### config.mk
export PLATFORM = sky130hd
export DESIGN_NAME = bank_scheduler
export DESIGN_NICKNAME = d
export VERILOG_FILES = /design/src/rtl/router_pkg.sv /design/src/rtl/bank_ptr.sv /design/src/rtl/bank_scheduler.sv
export SDC_FILE = /design/constraint.sdc
export NUM_CORES = 1
export LEC_CHECK = 0
export CAP_MARGIN = 30
export CORE_MARGIN = 2
export CORE_UTILIZATION = 50
export CTS_BUF_LIST = sky130_fd_sc_hd__clkbuf_16
export DETAILED_ROUTE_END_ITERATION = 10
export PLACE_DENSITY = 0.71
export SYNTH_ARGS = -nofsm -noshare
export SYNTH_HDL_FRONTEND = slang
export SYNTH_HIERARCHICAL = 1
export SYNTH_SLANG_ARGS = --single-unit
### constraint.sdc
create_clock -name clk -period 6.1 [get_ports clk]
set_input_delay 1.22 -clock clk [delete_from_list [all_inputs] [get_ports clk]]
set_output_delay 1.22 -clock clk [all_outputs]
set_load 0.05 [all_outputs]
### src/rtl/router_pkg.sv
// Shared types and helpers for the data-router bank scheduling logic.
//   bank_t        : 2-bit bank index (drives the router's bank-select mux)
//   sched_state_t : frame sequencing states of the bank scheduler
//   MAX_BANKS     : largest bank count a 2-bit select can address
//   wrap_inc      : modulo-n increment of a bank index
package router_pkg;

    typedef logic [1:0] bank_t;

    typedef enum logic [1:0] {
        IDLE,
        RUN,
        DONE
    } sched_state_t;

    localparam int MAX_BANKS = 4;

    function automatic bank_t wrap_inc(input bank_t p, input int n);
        if (int'(p) >= n - 1) begin
            return '0;
        end
        return p + bank_t'(1);
    endfunction

endpackage

### src/rtl/bank_ptr.sv
// Wrap-around bank pointer register.
//   clk, rst : clock and synchronous active-high reset
//   clr_i    : force the pointer back to bank 0
//   inc_i    : advance the pointer, wrapping from N-1 to 0
//   ptr_o    : current bank index
module bank_ptr
    import router_pkg::*;
#(
    parameter int unsigned N = 3
) (
    input  logic  clk,
    input  logic  rst,
    input  logic  clr_i,
    input  logic  inc_i,
    output bank_t ptr_o
);

    bank_t ptr_q;
    bank_t ptr_d;

    always_comb begin
        ptr_d = ptr_q;
        if (clr_i) begin
            ptr_d = '0;
        end else if (inc_i) begin
            ptr_d = wrap_inc(ptr_q, int'(N));
        end
    end

    always_ff @(posedge clk) begin
        if (rst) begin
            ptr_q <= '0;
        end else begin
            ptr_q <= ptr_d;
        end
    end

    assign ptr_o = ptr_q;

endmodule

### src/rtl/bank_scheduler.sv
// Rotating row-bank scheduler for the data router.
// Tracks POY row banks: the writer fills the bank at wr_bank when wr_ready,
// the PE array reads the head bank selected by rd_bank when rd_valid. Each
// bank is read eff_reuse times before it is freed; the frame ends once
// cfg_rows banks have been released.
//   clk, rst            : clock, synchronous active-high reset
//   start               : frame start pulse (only honoured in IDLE)
//   cfg_rows, cfg_reuse : frame length in bank fills, read passes per bank
//   wr_ready, wr_bank   : free bank available / bank to fill
//   wr_done             : writer finished filling wr_bank
//   rd_valid, rd_bank   : head bank readable / mux bank select
//   rd_done             : reader finished one pass over rd_bank
//   occupancy           : number of full banks
//   busy, frame_done    : not idle / one-cycle end-of-frame pulse
//   err                 : sticky flag for ignored wr_done/rd_done pulses
// POY must lie in 2..MAX_BANKS since the bank select is 2 bits wide.
module bank_scheduler
    import router_pkg::*;
#(
    parameter int unsigned POY  = 3,
    parameter int unsigned ROWW = 16,
    parameter int unsigned RW   = 8
) (
    input  logic                       clk,
    input  logic                       rst,
    input  logic                       start,
    input  logic [ROWW-1:0]            cfg_rows,
    input  logic [RW-1:0]              cfg_reuse,
    output logic                       wr_ready,
    output bank_t                      wr_bank,
    input  logic                       wr_done,
    output logic                       rd_valid,
    output bank_t                      rd_bank,
    input  logic                       rd_done,
    output logic [$clog2(POY+1)-1:0]   occupancy,
    output logic                       busy,
    output logic                       frame_done,
    output logic                       err
);

    localparam int unsigned OCCW = $clog2(POY + 1);
    localparam logic [OCCW-1:0] POY_OCC = OCCW'(POY);

    sched_state_t    state_q, state_d;
    logic [ROWW-1:0] cfg_rows_q, cfg_rows_d;
    logic [RW-1:0]   eff_reuse_q, eff_reuse_d;
    logic [OCCW-1:0] occ_q, occ_d;
    logic [RW-1:0]   reuse_cnt_q, reuse_cnt_d;
    logic [ROWW-1:0] rows_wr_q, rows_wr_d;
    logic [ROWW-1:0] rows_rd_q, rows_rd_d;
    logic            err_q, err_d;

    logic start_acc;
    logic wr_acc;
    logic rd_acc;
    logic rel_evt;

    assign wr_ready = (state_q == RUN) && (occ_q < POY_OCC) && (rows_wr_q < cfg_rows_q);
    assign rd_valid = (state_q == RUN) && (occ_q != '0);

    assign start_acc = (state_q == IDLE) && start;
    assign wr_acc    = wr_done && wr_ready;
    assign rd_acc    = rd_done && rd_valid;
    // The final read pass of the head bank frees it.
    assign rel_evt   = rd_acc && (reuse_cnt_q >= eff_reuse_q - RW'(1));

    always_comb begin
        state_d     = state_q;
        cfg_rows_d  = cfg_rows_q;
        eff_reuse_d = eff_reuse_q;
        occ_d       = occ_q;
        reuse_cnt_d = reuse_cnt_q;
        rows_wr_d   = rows_wr_q;
        rows_rd_d   = rows_rd_q;
        err_d       = err_q;

        unique case (state_q)
            IDLE: begin
                if (start) begin
                    cfg_rows_d  = cfg_rows;
                    eff_reuse_d = (cfg_reuse == '0) ? RW'(1) : cfg_reuse;
                    occ_d       = '0;
                    reuse_cnt_d = '0;
                    rows_wr_d   = '0;
                    rows_rd_d   = '0;
                    state_d     = (cfg_rows == '0) ? DONE : RUN;
                end
            end
            RUN: begin
                // rows_rd reaches cfg_rows only on a release; leave a cycle later.
                if (rows_rd_q == cfg_rows_q) begin
                    state_d = DONE;
                end
                if (wr_acc) begin
                    rows_wr_d = rows_wr_q + ROWW'(1);
                end
                if (rel_evt) begin
                    reuse_cnt_d = '0;
                    rows_rd_d   = rows_rd_q + ROWW'(1);
                end else if (rd_acc) begin
                    reuse_cnt_d = reuse_cnt_q + RW'(1);
                end
                unique case ({wr_acc, rel_evt})
                    2'b10:   occ_d = occ_q + OCCW'(1);
                    2'b01:   occ_d = occ_q - OCCW'(1);
                    default: occ_d = occ_q;
                endcase
            end
            DONE: begin
                state_d = IDLE;
            end
            default: begin
                state_d = IDLE;
            end
        endcase

        // A start in IDLE clears err even if a stray pulse arrives with it.
        if (start_acc) begin
            err_d = 1'b0;
        end else if ((wr_done && !wr_acc) || (rd_done && !rd_acc)) begin
            err_d = 1'b1;
        end
    end

    always_ff @(posedge clk) begin
        if (rst) begin
            state_q     <= IDLE;
            cfg_rows_q  <= '0;
            eff_reuse_q <= '0;
            occ_q       <= '0;
            reuse_cnt_q <= '0;
            rows_wr_q   <= '0;
            rows_rd_q   <= '0;
            err_q       <= 1'b0;
        end else begin
            state_q     <= state_d;
            cfg_rows_q  <= cfg_rows_d;
            eff_reuse_q <= eff_reuse_d;
            occ_q       <= occ_d;
            reuse_cnt_q <= reuse_cnt_d;
            rows_wr_q   <= rows_wr_d;
            rows_rd_q   <= rows_rd_d;
            err_q       <= err_d;
        end
    end

    bank_ptr #(.N(POY)) u_wr_ptr (
        .clk   (clk),
        .rst   (rst),
        .clr_i (start_acc),
        .inc_i (wr_acc),
        .ptr_o (wr_bank)
    );

    bank_ptr #(.N(POY)) u_rd_ptr (
        .clk   (clk),
        .rst   (rst),
        .clr_i (start_acc),
        .inc_i (rel_evt),
        .ptr_o (rd_bank)
    );

    assign occupancy  = occ_q;
    assign busy       = (state_q != IDLE);
    assign frame_done = (state_q == DONE);
    assign err        = err_q;

endmodule

* Word level (Yosys, flattened, before mapping)
Cells that the tools add are included.
** Operators by class
- Add/sub/neg operators :: 8
- Order comparisons :: 5
- Equal/unequal tests :: 11
- Mux-type cells :: 27
- Reductions and logical operators :: 25
** Operators by type and width (number)
- one-hot mux 16 bit (2 select lines) :: 2
- two-way mux 16 bit :: 3
- adder 16 x 1 -> 16 bit, second input constant :: 2
- two-way mux 8 bit :: 4
- == test 16 bit :: 1
- logical NOT 16 bit :: 1
- less-than comparator 16 bit :: 1
- two-way mux 2 bit :: 8
- one-hot mux 8 bit (2 select lines) :: 1
- one-hot mux 2 bit (2 select lines) :: 3
- AND reduction 3 bit :: 4
- logical AND 1 bit :: 9
- adder 8 x 1 -> 8 bit, second input constant :: 1
- greater-or-equal comparator 8 bit :: 1
- logical NOT 8 bit :: 1
- subtractor 8 x 1 -> 8 bit, second input constant :: 1
- adder 2 x 1 -> 2 bit, second input constant :: 3
- two-way mux 1 bit :: 6
- inequality test 2 bit, second input constant :: 3
- nonzero test 2 bit :: 3
- == test 2 x 1 -> 1 bit, second input constant :: 2
- == test 2 bit, second input constant :: 2
- greater-or-equal comparator 2 bit, second input constant :: 2
- AND reduction 2 bit :: 2
- 9 further kinds :: 10
** Storage, ports and cells
- Register bits :: 73
- Input port bits :: 29
- Output and inout port bits :: 11
- Word-level logic and storage cells :: 86

* Depth between registers and ports, before layout
- Depth in word-level cells :: 7
- Mapped depth :: 13
- Mapped depth without buffers :: 13

* Modules after synthesis
Netlist, hierarchy kept.
** Modules (own cells, without submodules)
- bank_scheduler :: instances 1, cells each 474, area each 3866.2 sq um, seq. area each 1381.3 sq um
- bank_ptr :: instances 2, cells each 8, area each 88.8 sq um, seq. area each 40.0 sq um

* Worst setup path before layout
No wires, ideal clock.
- Kind :: register to output
- Start point :: reg cfg_rows_q[7]
- End point :: out wr_ready
- Arrival :: 1670 ps
- Data required time :: 4880 ps
- Path slack :: 3210 ps
- Stages on the path, launching flop included :: 7
- Path buffers :: 0
- Cells stage by stage :: dfxtp_1 > inv_1 > ha_1 > a21oi_1 > a31oi_1 > o21bai_1 > and3b_1
** Between the ends
- Cells in the longest elaborated chain, start to end :: 2
** Ends and longest elaborated chain
- from (decl) :: line bank_scheduler.sv:45 : logic [ROWW-1:0] cfg_rows_q, cfg_rows_d;
- from (signal assigned) :: line bank_scheduler.sv:137 : cfg_rows_q <= cfg_rows_d;
- less-than comparator 16 bit :: line bank_scheduler.sv:58 : assign wr_ready = (state_q == RUN) && (occ_q < POY_OCC) && (rows_wr_q < cfg_rows_q);
- logical AND 1 bit :: line bank_scheduler.sv:58
- to (decl) :: line bank_scheduler.sv:29 : output logic wr_ready,
Every way passes these cells.

* Worst setup path in the final report
- Start point :: reg cfg_rows_q[9]
- End point :: out wr_ready
Same word-level chain as after synthesis.

==> results_tabular.tex <==
\begin{tabular}{lr}
\hline
Metric & Value \\
\hline
\multicolumn{2}{l}{\textbf{Status}} \\
Result of the run & completed \\
\multicolumn{2}{l}{\textbf{Finish}} \\
Most common cell after layout, fill and taps aside & sky130\_fd\_sc\_hd\_\_dfxtp\_1 \\
Share of final-layout standard cells stronger than drive strength 1 & 0.0624 \\
Fin nets & 580 \\
Fillcell total & 669 \\
Antenna diodes & 0 \\
Fin cells & 631 \\
Most frequent cells in the layout & 73 x sky130\_fd\_sc\_hd\_\_dfxtp\_1, 66 x sky130\_fd\_sc\_hd\_\_nand2\_1, 52 x sky130\_fd\_sc\_hd\_\_a21oi\_1 \\
Area delta synth->final & 20.2\% \\
\multicolumn{2}{l}{\textbf{Critical path}} \\
Category of the most critical setup path & flop to output port \\
Slowest CP cell & sky130\_fd\_sc\_hd\_\_clkdlybuf4s50\_1 \\
Max incr delay on CP & 820 ps \\
Crit path max fanout & 5 \\
FF-to-FF End & rows\_rd\_q[15] \\
Launching element type of the critical path & flop \\
Worst R2R Setup Slack & 2860 ps \\
Worst Path Arrival & 2800 ps \\
WP data required & 4880 ps \\
Number of cell instances on the worst register-to-register path & 11 \\
Cell chain of the critical path & inv\_1 > ha\_1 > a21oi\_1 > o21ai\_0 > o21bai\_1 > and3b\_1 > clkdlybuf4s50\_1 \\
Reg-to-reg startpoint & eff\_reuse\_q[0] \\
Crit path capture type & output port \\
\multicolumn{2}{l}{\textbf{Synth}} \\
Share of synthesized area spent on multiplexers & 0.00743 \\
Yosys warning count & 6 \\
Number of standard cells after synthesis & 490 \\
Post-synth top area share & 0.361 \\
Number of distinct library cell variants in the gate-level netlist after synthesis & 51 \\
EDFF count, synth & 0 \\
Most frequently used flop master after synthesis & sky130\_fd\_sc\_hd\_\_dfxtp\_1 \\
Number of nets produced by synthesis & 546 \\
Area share of xor/xnor cells in the synthesized design & 0.0801 \\
Cell type contributing the most total cell area after synthesis & sky130\_fd\_sc\_hd\_\_dfxtp\_1 \\
Largest family of logic cells by synthesized area & simple AND/OR/NAND/NOR gates \\
Mean cell area of the mapped netlist & 8.25 sq um \\
Cell area after technology mapping & 0.00404 sq mm \\
Share of flip-flops with an asynchronous set or reset & 0 \\
Fraction of the mapped netlist area in simple logic gates & 0.249 \\
Fraction of the mapped netlist area in adder cells & 0.0835 \\
Main area contributors after synthesis & sky130\_fd\_sc\_hd\_\_dfxtp\_1 36\%, sky130\_fd\_sc\_hd\_\_ha\_1 8.4\%, sky130\_fd\_sc\_hd\_\_xor2\_1 6.7\% \\
Flop and latch count out of synthesis & 73 \\
Register area share after synthesis & 0.361 \\
Share of the synthesized area in compound gates (AO/OA/AOI/OAI) & 0.174 \\
\multicolumn{2}{l}{\textbf{Route}} \\
Drt via density & 5.72 \\
Top sig layer & met4 \\
WL/cell & 15.0 microns \\
Detailed Route Iter0 Violations & 175 \\
Wire length on met3 & 307 microns \\
Post-route met1 wirelength & 4580 microns \\
Total DRC errors in the routed layout & 0 \\
Total via count in the routed design & 3,607 \\
Routed Antenna Nets & 0 \\
DRT Wirelength & 9460 microns \\
Met2 wire length & 4380 microns \\
Iteration count of the initial detailed-routing pass & 5 \\
\multicolumn{2}{l}{\textbf{Clocking}} \\
CTS HTree Levels & 3 \\
Total clock buffers created by CTS & 9 \\
Post-cts resize count & 0 \\
Clock network latency to the later pin of the worst-skew pair & 330 ps \\
Count of buffers added by post-CTS timing repair for setup & 0 \\
Clock-pin slew reported for the worst setup and hold paths after clock tree synthesis & 60 ps \\
Max Root-Sink Buffers & 2 \\
TritonCTS sink count & 73 \\
Library cell used as clock root buffer & sky130\_fd\_sc\_hd\_\_clkbuf\_16 \\
Number of hold-repair buffers added at the cts stage & 0 \\
TritonCTS clock tree & done \\
\multicolumn{2}{l}{\textbf{Power}} \\
Total power density per cell area & 268 mW/mm\^{}2 \\
Worst-case vdd ir drop & 0.147 mV \\
LEAKAGE & 1.85 nW \\
\multicolumn{2}{l}{\textbf{Timing}} \\
Setup violation total in the final timing report & 0 \\
Number of endpoints with negative hold slack in the final report & 0 \\
Max-slew violations & 0 \\
Unrepaired setup endpoints after global routing & false \\
Post-route minimum period & 4020 ps \\
Transition time at the pin with the least slew margin & 942 ps \\
Final setup TNS & 0 ps \\
Highest clock frequency the design can meet & 0.249 GHz \\
Worst slew margin & 0.372 \\
Share of the cycle needed by the critical path after routing & 0.658 \\
Clock Skews & 6.94 ps \\
\multicolumn{2}{l}{\textbf{Worst hold path}} \\
Class of the tightest hold or removal check & flop to flop \\
Sink of the worst hold path & eff\_reuse\_q[7] \\
Number of instances on the worst hold path & 2 \\
Hold Startpoint & eff\_reuse\_q[7] \\
\multicolumn{2}{l}{\textbf{Die}} \\
Vertical die dimension & 93.9 microns \\
Number of top-level pins & 40 \\
Width of the chip & 93.9 microns \\
Starting density of the core & 0.521 \\
Die area & 0.00882 sq mm \\
Number of rows created at floorplan & 32 \\
Area of the core & 0.00777 sq mm \\
\multicolumn{2}{l}{\textbf{Global route}} \\
GRT overflow & 0 \\
Number of global-route vias before repair & 3,357 \\
Number of antenna violations at the first check in global routing & 0 \\
Maximum number of pins on one net before global-route repair & 37 \\
First-pass GRT wire length & 15,900 microns \\
Overall track demand over capacity in global routing & 0.227 \\
\multicolumn{2}{l}{\textbf{Placement}} \\
Number of buffers added on ports & 39 \\
Cell total after placement & 615 \\
Final weighted congestion of routability-driven global placement & 0.874 \\
DP Wirelength & 7020 microns \\
\multicolumn{2}{l}{\textbf{Flow run}} \\
Max capacitance violation total & 0 \\
\hline
\end{tabular}
-- sequential cells by signal, indices dropped and copies added, names as in the netlist, 2 cells and up --
signal,count
u_wr_ptr/ptr_o,2
u_rd_ptr/ptr_o,2
eff_reuse_q,8
rows_wr_q,16
rows_rd_q,16
cfg_rows_q,16
reuse_cnt_q,8
state_q,2
occupancy,2
-- kinds of logic (layout without fill, tap and decap cells) --
group                    after synthesis  in the layout
flip-flops                            73             73
multiplexers                           3              3
adder cells (fa/ha/maj)               27             27
AND/OR/NAND/NOR                      192            192
AO/OA/AOI/OAI                        110            110
buffers and inverters                 48             87
XOR/XNOR                              37             37
-- worst max-delay path by stage --
stage                             start             to  slack [ps]
after floorplan           cfg_rows_q[7]       wr_ready        3210
after global placement            start   rows_wr_q[9]        1870
after detailed placement          start  rows_wr_q[11]        1820
after CTS                 cfg_rows_q[7]       wr_ready        2090
after global routing      cfg_rows_q[9]       wr_ready        1920
final                     cfg_rows_q[9]       wr_ready        2080
-- critical path, delay by kind of cell (launching register included) --
kind	cells	cell delay, ps
AOI/OAI and AO/OA	3	580
buffers and inverters	2	900
and+or+nand+nor	1	280
DFF	1	390
adders and majority gates	1	310
-- layout make-up --
type | instances | area [sq um] | share of cell area
Clock buffer | 9 | 225 | 0.0463
Clock inverter | 7 | 119 | 0.0245
Inverter | 28 | 105 | 0.0216
Multi-Input combinational cell | 369 | 2400 | 0.494
Sequential cell | 73 | 1460 | 0.301
Tap cell | 102 | 128 | 0.0263
Timing Repair Buffer | 43 | 420 | 0.0865
-- Yosys cell counts, types with 2 or more instances --
cell type / n
sky130_fd_sc_hd__buf_1: 2
sky130_fd_sc_hd__and4_1: 5
sky130_fd_sc_hd__xnor2_1: 6
sky130_fd_sc_hd__nand2b_1: 8
sky130_fd_sc_hd__clkbuf_1: 17
sky130_fd_sc_hd__or3b_2: 2
sky130_fd_sc_hd__and2_1: 2
sky130_fd_sc_hd__nand2_1: 66
sky130_fd_sc_hd__nand3_1: 13
sky130_fd_sc_hd__xor2_1: 31
sky130_fd_sc_hd__nor4_1: 12
sky130_fd_sc_hd__mux2i_1: 3
sky130_fd_sc_hd__o31ai_2: 2
sky130_fd_sc_hd__nand3b_1: 6
sky130_fd_sc_hd__a41oi_1: 3
sky130_fd_sc_hd__nand4_1: 10
sky130_fd_sc_hd__or3b_1: 2
sky130_fd_sc_hd__nor2_1: 25
sky130_fd_sc_hd__o311ai_1: 5
sky130_fd_sc_hd__ha_1: 27
sky130_fd_sc_hd__o211ai_1: 2
sky130_fd_sc_hd__a21oi_1: 52
sky130_fd_sc_hd__o21bai_1: 2
sky130_fd_sc_hd__or2_2: 2
sky130_fd_sc_hd__nor3_1: 5
sky130_fd_sc_hd__or3_1: 17
sky130_fd_sc_hd__or4_1: 5
sky130_fd_sc_hd__a31oi_1: 2
sky130_fd_sc_hd__a211oi_2: 2
sky130_fd_sc_hd__dfxtp_1: 73
sky130_fd_sc_hd__o21ai_0: 19
sky130_fd_sc_hd__inv_1: 26
sky130_fd_sc_hd__o31ai_1: 6
sky130_fd_sc_hd__inv_2: 2
sky130_fd_sc_hd__a211oi_1: 5
sky130_fd_sc_hd__and3_1: 6
sky130_fd_sc_hd__a2111oi_0: 2
sky130_fd_sc_hd__o21a_1: 2
-- routing by layer --
layer	up-vias	GRT usage
met2	72	0.368
met4	0	0.0761
li1	1829	-
met5	-	0
met1	1689	0.297
met3	17	0.0538
-- through the flow --
stage | power (mW) | util | hold slack, ps | setup WS, ps | area, sq um
after detailed placement | 0.707 | 0.581 | 461 | 1820 | 4520
after floorplan | 0.646 | - | 449 | 3210 | 4040
after global routing | 1.36 | 0.626 | 496 | 1920 | 4860
after global placement | 0.702 | 0.580 | 462 | 1870 | 4510
after CTS | 1.31 | 0.626 | 469 | 2090 | 4860
final | 1.30 | 0.626 | 469 | 2080 | 4860
-- report_power, final --
part	leakage [nW]	switching (mW)	internal [mW]
registers	0.593	0.0194	0.494
logic	1.10	0.109	0.0771
clock network	0.163	0.202	0.399
No activity file was read; power rests on OpenSTA's default activity.
==> variant 1 (same flow settings) <==
The parameter `ROWW` goes from 16 to 24.
--- a/src/rtl/bank_scheduler.sv
+++ b/src/rtl/bank_scheduler.sv
@@ -20,3 +20,3 @@
     parameter int unsigned POY  = 3,
-    parameter int unsigned ROWW = 16,
+    parameter int unsigned ROWW = 24,
     parameter int unsigned RW   = 8
Ports: changed (resized cfg_rows); port bits go from 40 to 48. No check against the original RTL was run, so the function may have changed too.
==> variant 1 against the unedited design <==
  * Final area up 37%
  * Routed wire length rose by 64%
  * Critical path depth unchanged
  * Cell count up 43%
  * Power rose by 16%
  * Clock skew rose by 0.0017 ns
  * Die area grew 41%
  * Sequential cell count is 24 higher
  * Worst setup slack got worse by 0.37 ns
  * Area after synthesis increased by 43%
  * First-iteration DRC count up 59%
  * Critical endpoint unchanged
==> variant 1: results (changes against the unedited design) <==
* Run status: completed
* CP startpoint: rows_wr_q[6]
* Wirelength per Cell at 17.2 um (+15%)
* Cell count of the worst reg-to-reg path at 12 (+1)
* Routed vias at 5,476 (+52%)
* Static leakage at 2.41 nW (+30%)
* Largest vdd supply drop at 0.000145 V (-1.3%)
* Count of distinct cell types in the synthesized netlist at 58 (+14%)
* Via count of the first global-routing pass at 5,284 (+57%)
* Global-route wire length before repair at 25.7 mm (+62%)
* Final-stage net count at 824 (+42%)
* Internal cell power at 1.07 mW (+11%)
* Count of port buffers added during placement at 47 (+21%)
* Detailed Place HPWL at 11.2 mm (+60%)
* Syn_nets at 793 (+45%)
* Worst skew pair latency at 0.36 ns (+0.03 ns)
* Final-layout fill cell count at 1,025 (+53%)
* Regs by FF count: cfg_rows_q: 24 flops, rows_rd_q: 24 flops, rows_wr_q: 24 flops
* Gate power share at 0.181 (+0.038)
* Post-layout instance count excluding filler cells at 900 (+43%)
* Worst setup slack before clock tree synthesis at 2.11 ns (+0.288 ns)
* Cell types with the highest counts after synthesis: nand2_1 (106), dfxtp_1 (97), a21oi_1 (75), inv_1 (36), ha_1 (35)
* Count of mapped cells out of synthesis at 721 (+47%)
* Clock skew at 0.00868 ns (+0.00174 ns)
* Power in sequential cells at 0.678 mW (+32%)
* Maximum fanout along the worst path at 21 (+16)
* Sequential-to-total area share from yosys stat at 0.336 (-0.0252)
* Starting DRC count in detailed routing at 278 (+59%)
==> variant 1: worst paths after layout <==
path | endpoint | slack [ns]
max | wr_ready | 1.71
min | eff_reuse_q[7] | 0.48
max reg2reg | u_rd_ptr/ptr_o[0] | 2.79
min reg2reg | eff_reuse_q[7] | 0.48
==> variant 1: layer usage <==
layer | vias up | track usage | share of wire
met1 | 2591 | 0.328 | 0.44
met4 | 0 | 0.109 | 0.028
met2 | 160 | 0.425 | 0.48
met5 | - | 0 | 0
li1 | 2695 | - | -
met3 | 30 | 0.0419 | 0.051
==> variant 1: metrics by stage <==
stage	instance area, sq um	total power [mW]	hold slack, ns	util
5_1_grt	6650	1.58	0.496	0.588
6_report	6650	1.51	0.483	0.588
2_1_floorplan	5780	0.865	0.449	-
3_5_place_dp	6360	0.964	0.468	0.562
4_1_cts	6650	1.52	0.478	0.587
3_3_place_gp	6320	0.954	0.461	0.558
==> variant 1: cells by family (layout without fill, tap and decap cells) <==
family          after synthesis  in the layout  share of synthesized area
compound gates              166            166                      0.187
xor+xnor                     41             41                     0.0622
fa+ha+maj                    35             35                     0.0758
buf+inv                      74            110                     0.0503
flops                        97             97                      0.336
mux                          12             12                     0.0208
simple gates                296            296                      0.268
==> variant 1: final cells by class <==
class	count	area, sq um	area share
tap	143	179	0.0269
sequential	97	1940	0.292
multi-input combinational	550	3540	0.533
timing repair buffer	57	564	0.0848
clock buffer	9	225	0.0339
clock inverter	7	60.1	0.00903
inverter	37	139	0.0209
==> variant 1: worst max-delay path, cell delays in order, from the launching register on <==
cell and delay (ns):
dfxtp_1 0.71, ha_1 0.36, a21o_1 0.18, a211oi_1 0.22
o21ai_0 0.16, a21boi_0 0.19, o211a_1 0.18, clkdlybuf4s50_1 0.80
==> variant 2 (same settings) <==
Without the edit above. The 3 states of `sched_state_t` get a one-hot encoding in 3 bits.
--- a/src/rtl/router_pkg.sv
+++ b/src/rtl/router_pkg.sv
@@ -9,6 +9,6 @@
 
-    typedef enum logic [1:0] {
-        IDLE,
-        RUN,
-        DONE
+    typedef enum logic [2:0] {
+        IDLE = 3'b001,
+        RUN  = 3'b010,
+        DONE = 3'b100
     } sched_state_t;
Function: no difference found for any inputs over 4 cycles, from zero or initial values and one cycle with rst high; so few cycles prove little.
==> variant 2 against the unedited design <==
  * Critical path depth shrank 1
  * Clock skew is 0.0011 ns lower
  * Final area grew 1.9%
  * Power fell by 5.5%
  * Sequential cell count up 1
  * Worst setup slack lost 0.075 ns
  * Cell count is 3.6% higher
  * Area after synthesis rose by 2.5%
  * Global-route usage grew 2.1 points
  * Largest power group unchanged
  * Routed wire length grew 9.7%
==> variant 2: results (changes against the unedited design) <==
* Arrival @ worst endpoint at 2.87 ns (+0.07 ns)
* Internal cell power at 0.919 mW (-5.3%)
* Total track usage at 0.248 (+0.0209)
* Final Max Tran Viols at 0 (unchanged)
* Post CTS Setup Buffer Count at 0 (unchanged)
* Clock Root Buffer: clkbuf_16
* Detailed Place HPWL at 7.61 mm (+8.5%)
* Sequential-to-total area share from yosys stat at 0.357 (-0.00390)
* Reg-to-Reg End: occupancy[1]
* Starting DRC count in detailed routing at 184 (+5.1%)
* Final-stage net count at 602 (+3.8%)
* Destination of the worst hold path: eff_reuse_q[7]
* Maximum Capacitance Violations at 0 (unchanged)
* Wirelength per Cell at 15.9 um (+5.8%)
* Syn_nets at 567 (+3.8%)
* Cell count of the worst reg-to-reg path at 12 (+1)
* Run status: completed
* Worst setup slack before clock tree synthesis at 2.39 ns (+0.572 ns)
* Number of clock buffers inserted by TritonCTS at 9 (unchanged)
* Routed vias at 3,826 (+6.1%)
* Largest net degree at the start of global routing at 40 (+8.1%)
* Clock skew at 0.00582 ns (-0.00113 ns)
* CTS clock-pin slew for the worst setup and hold paths at 0.06 ns (about the same)
* Most area-consuming cells after synthesis: dfxtp_1 (36%), ha_1 (8.2%), a21oi_1 (7.5%)
* Worst skew pair latency at 0.33 ns (about the same)
* Share of post-route cells with drive strength above 1 at 0.0583 (-0.00409)
* Cell types with the highest counts after synthesis: dfxtp_1 (74), nand2_1 (72), a21oi_1 (62), ha_1 (27), inv_1 (27)
* Regs by FF count: cfg_rows_q: 16 flops, rows_rd_q: 16 flops, rows_wr_q: 16 flops
* Global-route wire length before repair at 17.7 mm (+11%)
* Reg-to-reg slack, setup at 2.98 ns (+0.12 ns)
* Maximum fanout along the worst path at 3 (-2)
* Endpoint of the most critical setup path: wr_ready
* Count of port buffers added during placement at 39 (unchanged)
* Beginning of the worst hold path: eff_reuse_q[7]
* Setup Viol. Count Final at 0 (unchanged)
* Synth warn at 6 (unchanged)
* Largest vdd supply drop at 0.000142 V (-3.6%)
* Detailed-routing iteration count for the pre-antenna-repair pass at 6 (+1)
* Count of distinct cell types in the synthesized netlist at 44 (-14%)
* Type of the tightest min-delay check: flop to flop
* Number of antenna violations at the first check in global routing at 0 (unchanged)
* Startpoint of the lowest-slack register-to-register path: eff_reuse_q[0]
* CP startpoint: cfg_rows_q[1]
* Via count of the first global-routing pass at 3,626 (+8.0%)
* Static leakage at 1.83 nW (-1.4%)
* Depth of the CTS H-tree at 3 (unchanged)
* Max Clock Freq at 245 MHz (-1.8%)
* Post-CTS Resized at 0 (unchanged)
* Proportion of register bits with asynchronous set or reset after synthesis at 0 (unchanged)
* Worst slew margin relative to its limit at 0.386 (+0.0145)
* Gp weighted congestion at 0.826 (-5.5%)
* Hold Crit Depth at 2 (unchanged)
* Antenna diode count at 0 (unchanged)
* Maximum clock path buffer count at 2 (unchanged)
-- variant 2: metrics by stage --
| stage | power (mW) | std cells | hold WS [ns] | area (sq um) | util |
|---|---|---|---|---|---|
| after floorplan | 0.626 | 511 | 0.449 | 4140 | - |
| after global placement | 0.675 | 638 | 0.463 | 4620 | 0.568 |
| after detailed placement | 0.684 | 640 | 0.463 | 4650 | 0.571 |
| after CTS | 1.24 | 654 | 0.471 | 4950 | 0.609 |
| after global routing | 1.28 | 654 | 0.487 | 4950 | 0.609 |
| final | 1.23 | 654 | 0.469 | 4950 | 0.609 |
-- variant 2: kinds of logic after synthesis --
group,Yosys count,synth area share
flops,74,0.357
mux,3,0.00725
compound gates,124,0.185
xor+xnor,30,0.0634
fa+ha+maj,27,0.0815
buf+inv,48,0.0441
simple gates,205,0.261
-- variant 2: worst max-delay path, cell delays in order (launching register included) --
cell and delay, ns:
dfxtp_1 0.42, inv_1 0.08, ha_1 0.29, a2111oi_0 0.54
or3_1 0.19, and3_1 0.20, clkdlybuf4s50_1 0.82
-- variant 2: power groups by stage --
stage	registers, mW	logic, mW	clock network (mW)
detailed placement	0.523	0.161	0
CTS	0.512	0.163	0.561
global route	0.514	0.182	0.582
finish	0.513	0.162	0.554
floorplan	0.521	0.105	0
global placement	0.522	0.153	0
-- variant 2: routing by layer --
layer	vias up	wire length (um)	global-route usage
met5	-	0	0
li1	1924	-	-
met3	4	415	0.0427
met4	0	41	0.0471
met2	77	4970	0.415
met1	1821	4940	0.338
-- variant 2: layout make-up --
cell class,count,area (sq um)
fill,692,3180
multi-input combinational,389,2490
sequential,74,1480
timing repair buffer,45,447
clock buffer,9,225
tap,105,131
inverter,27,101
clock inverter,5,81.3
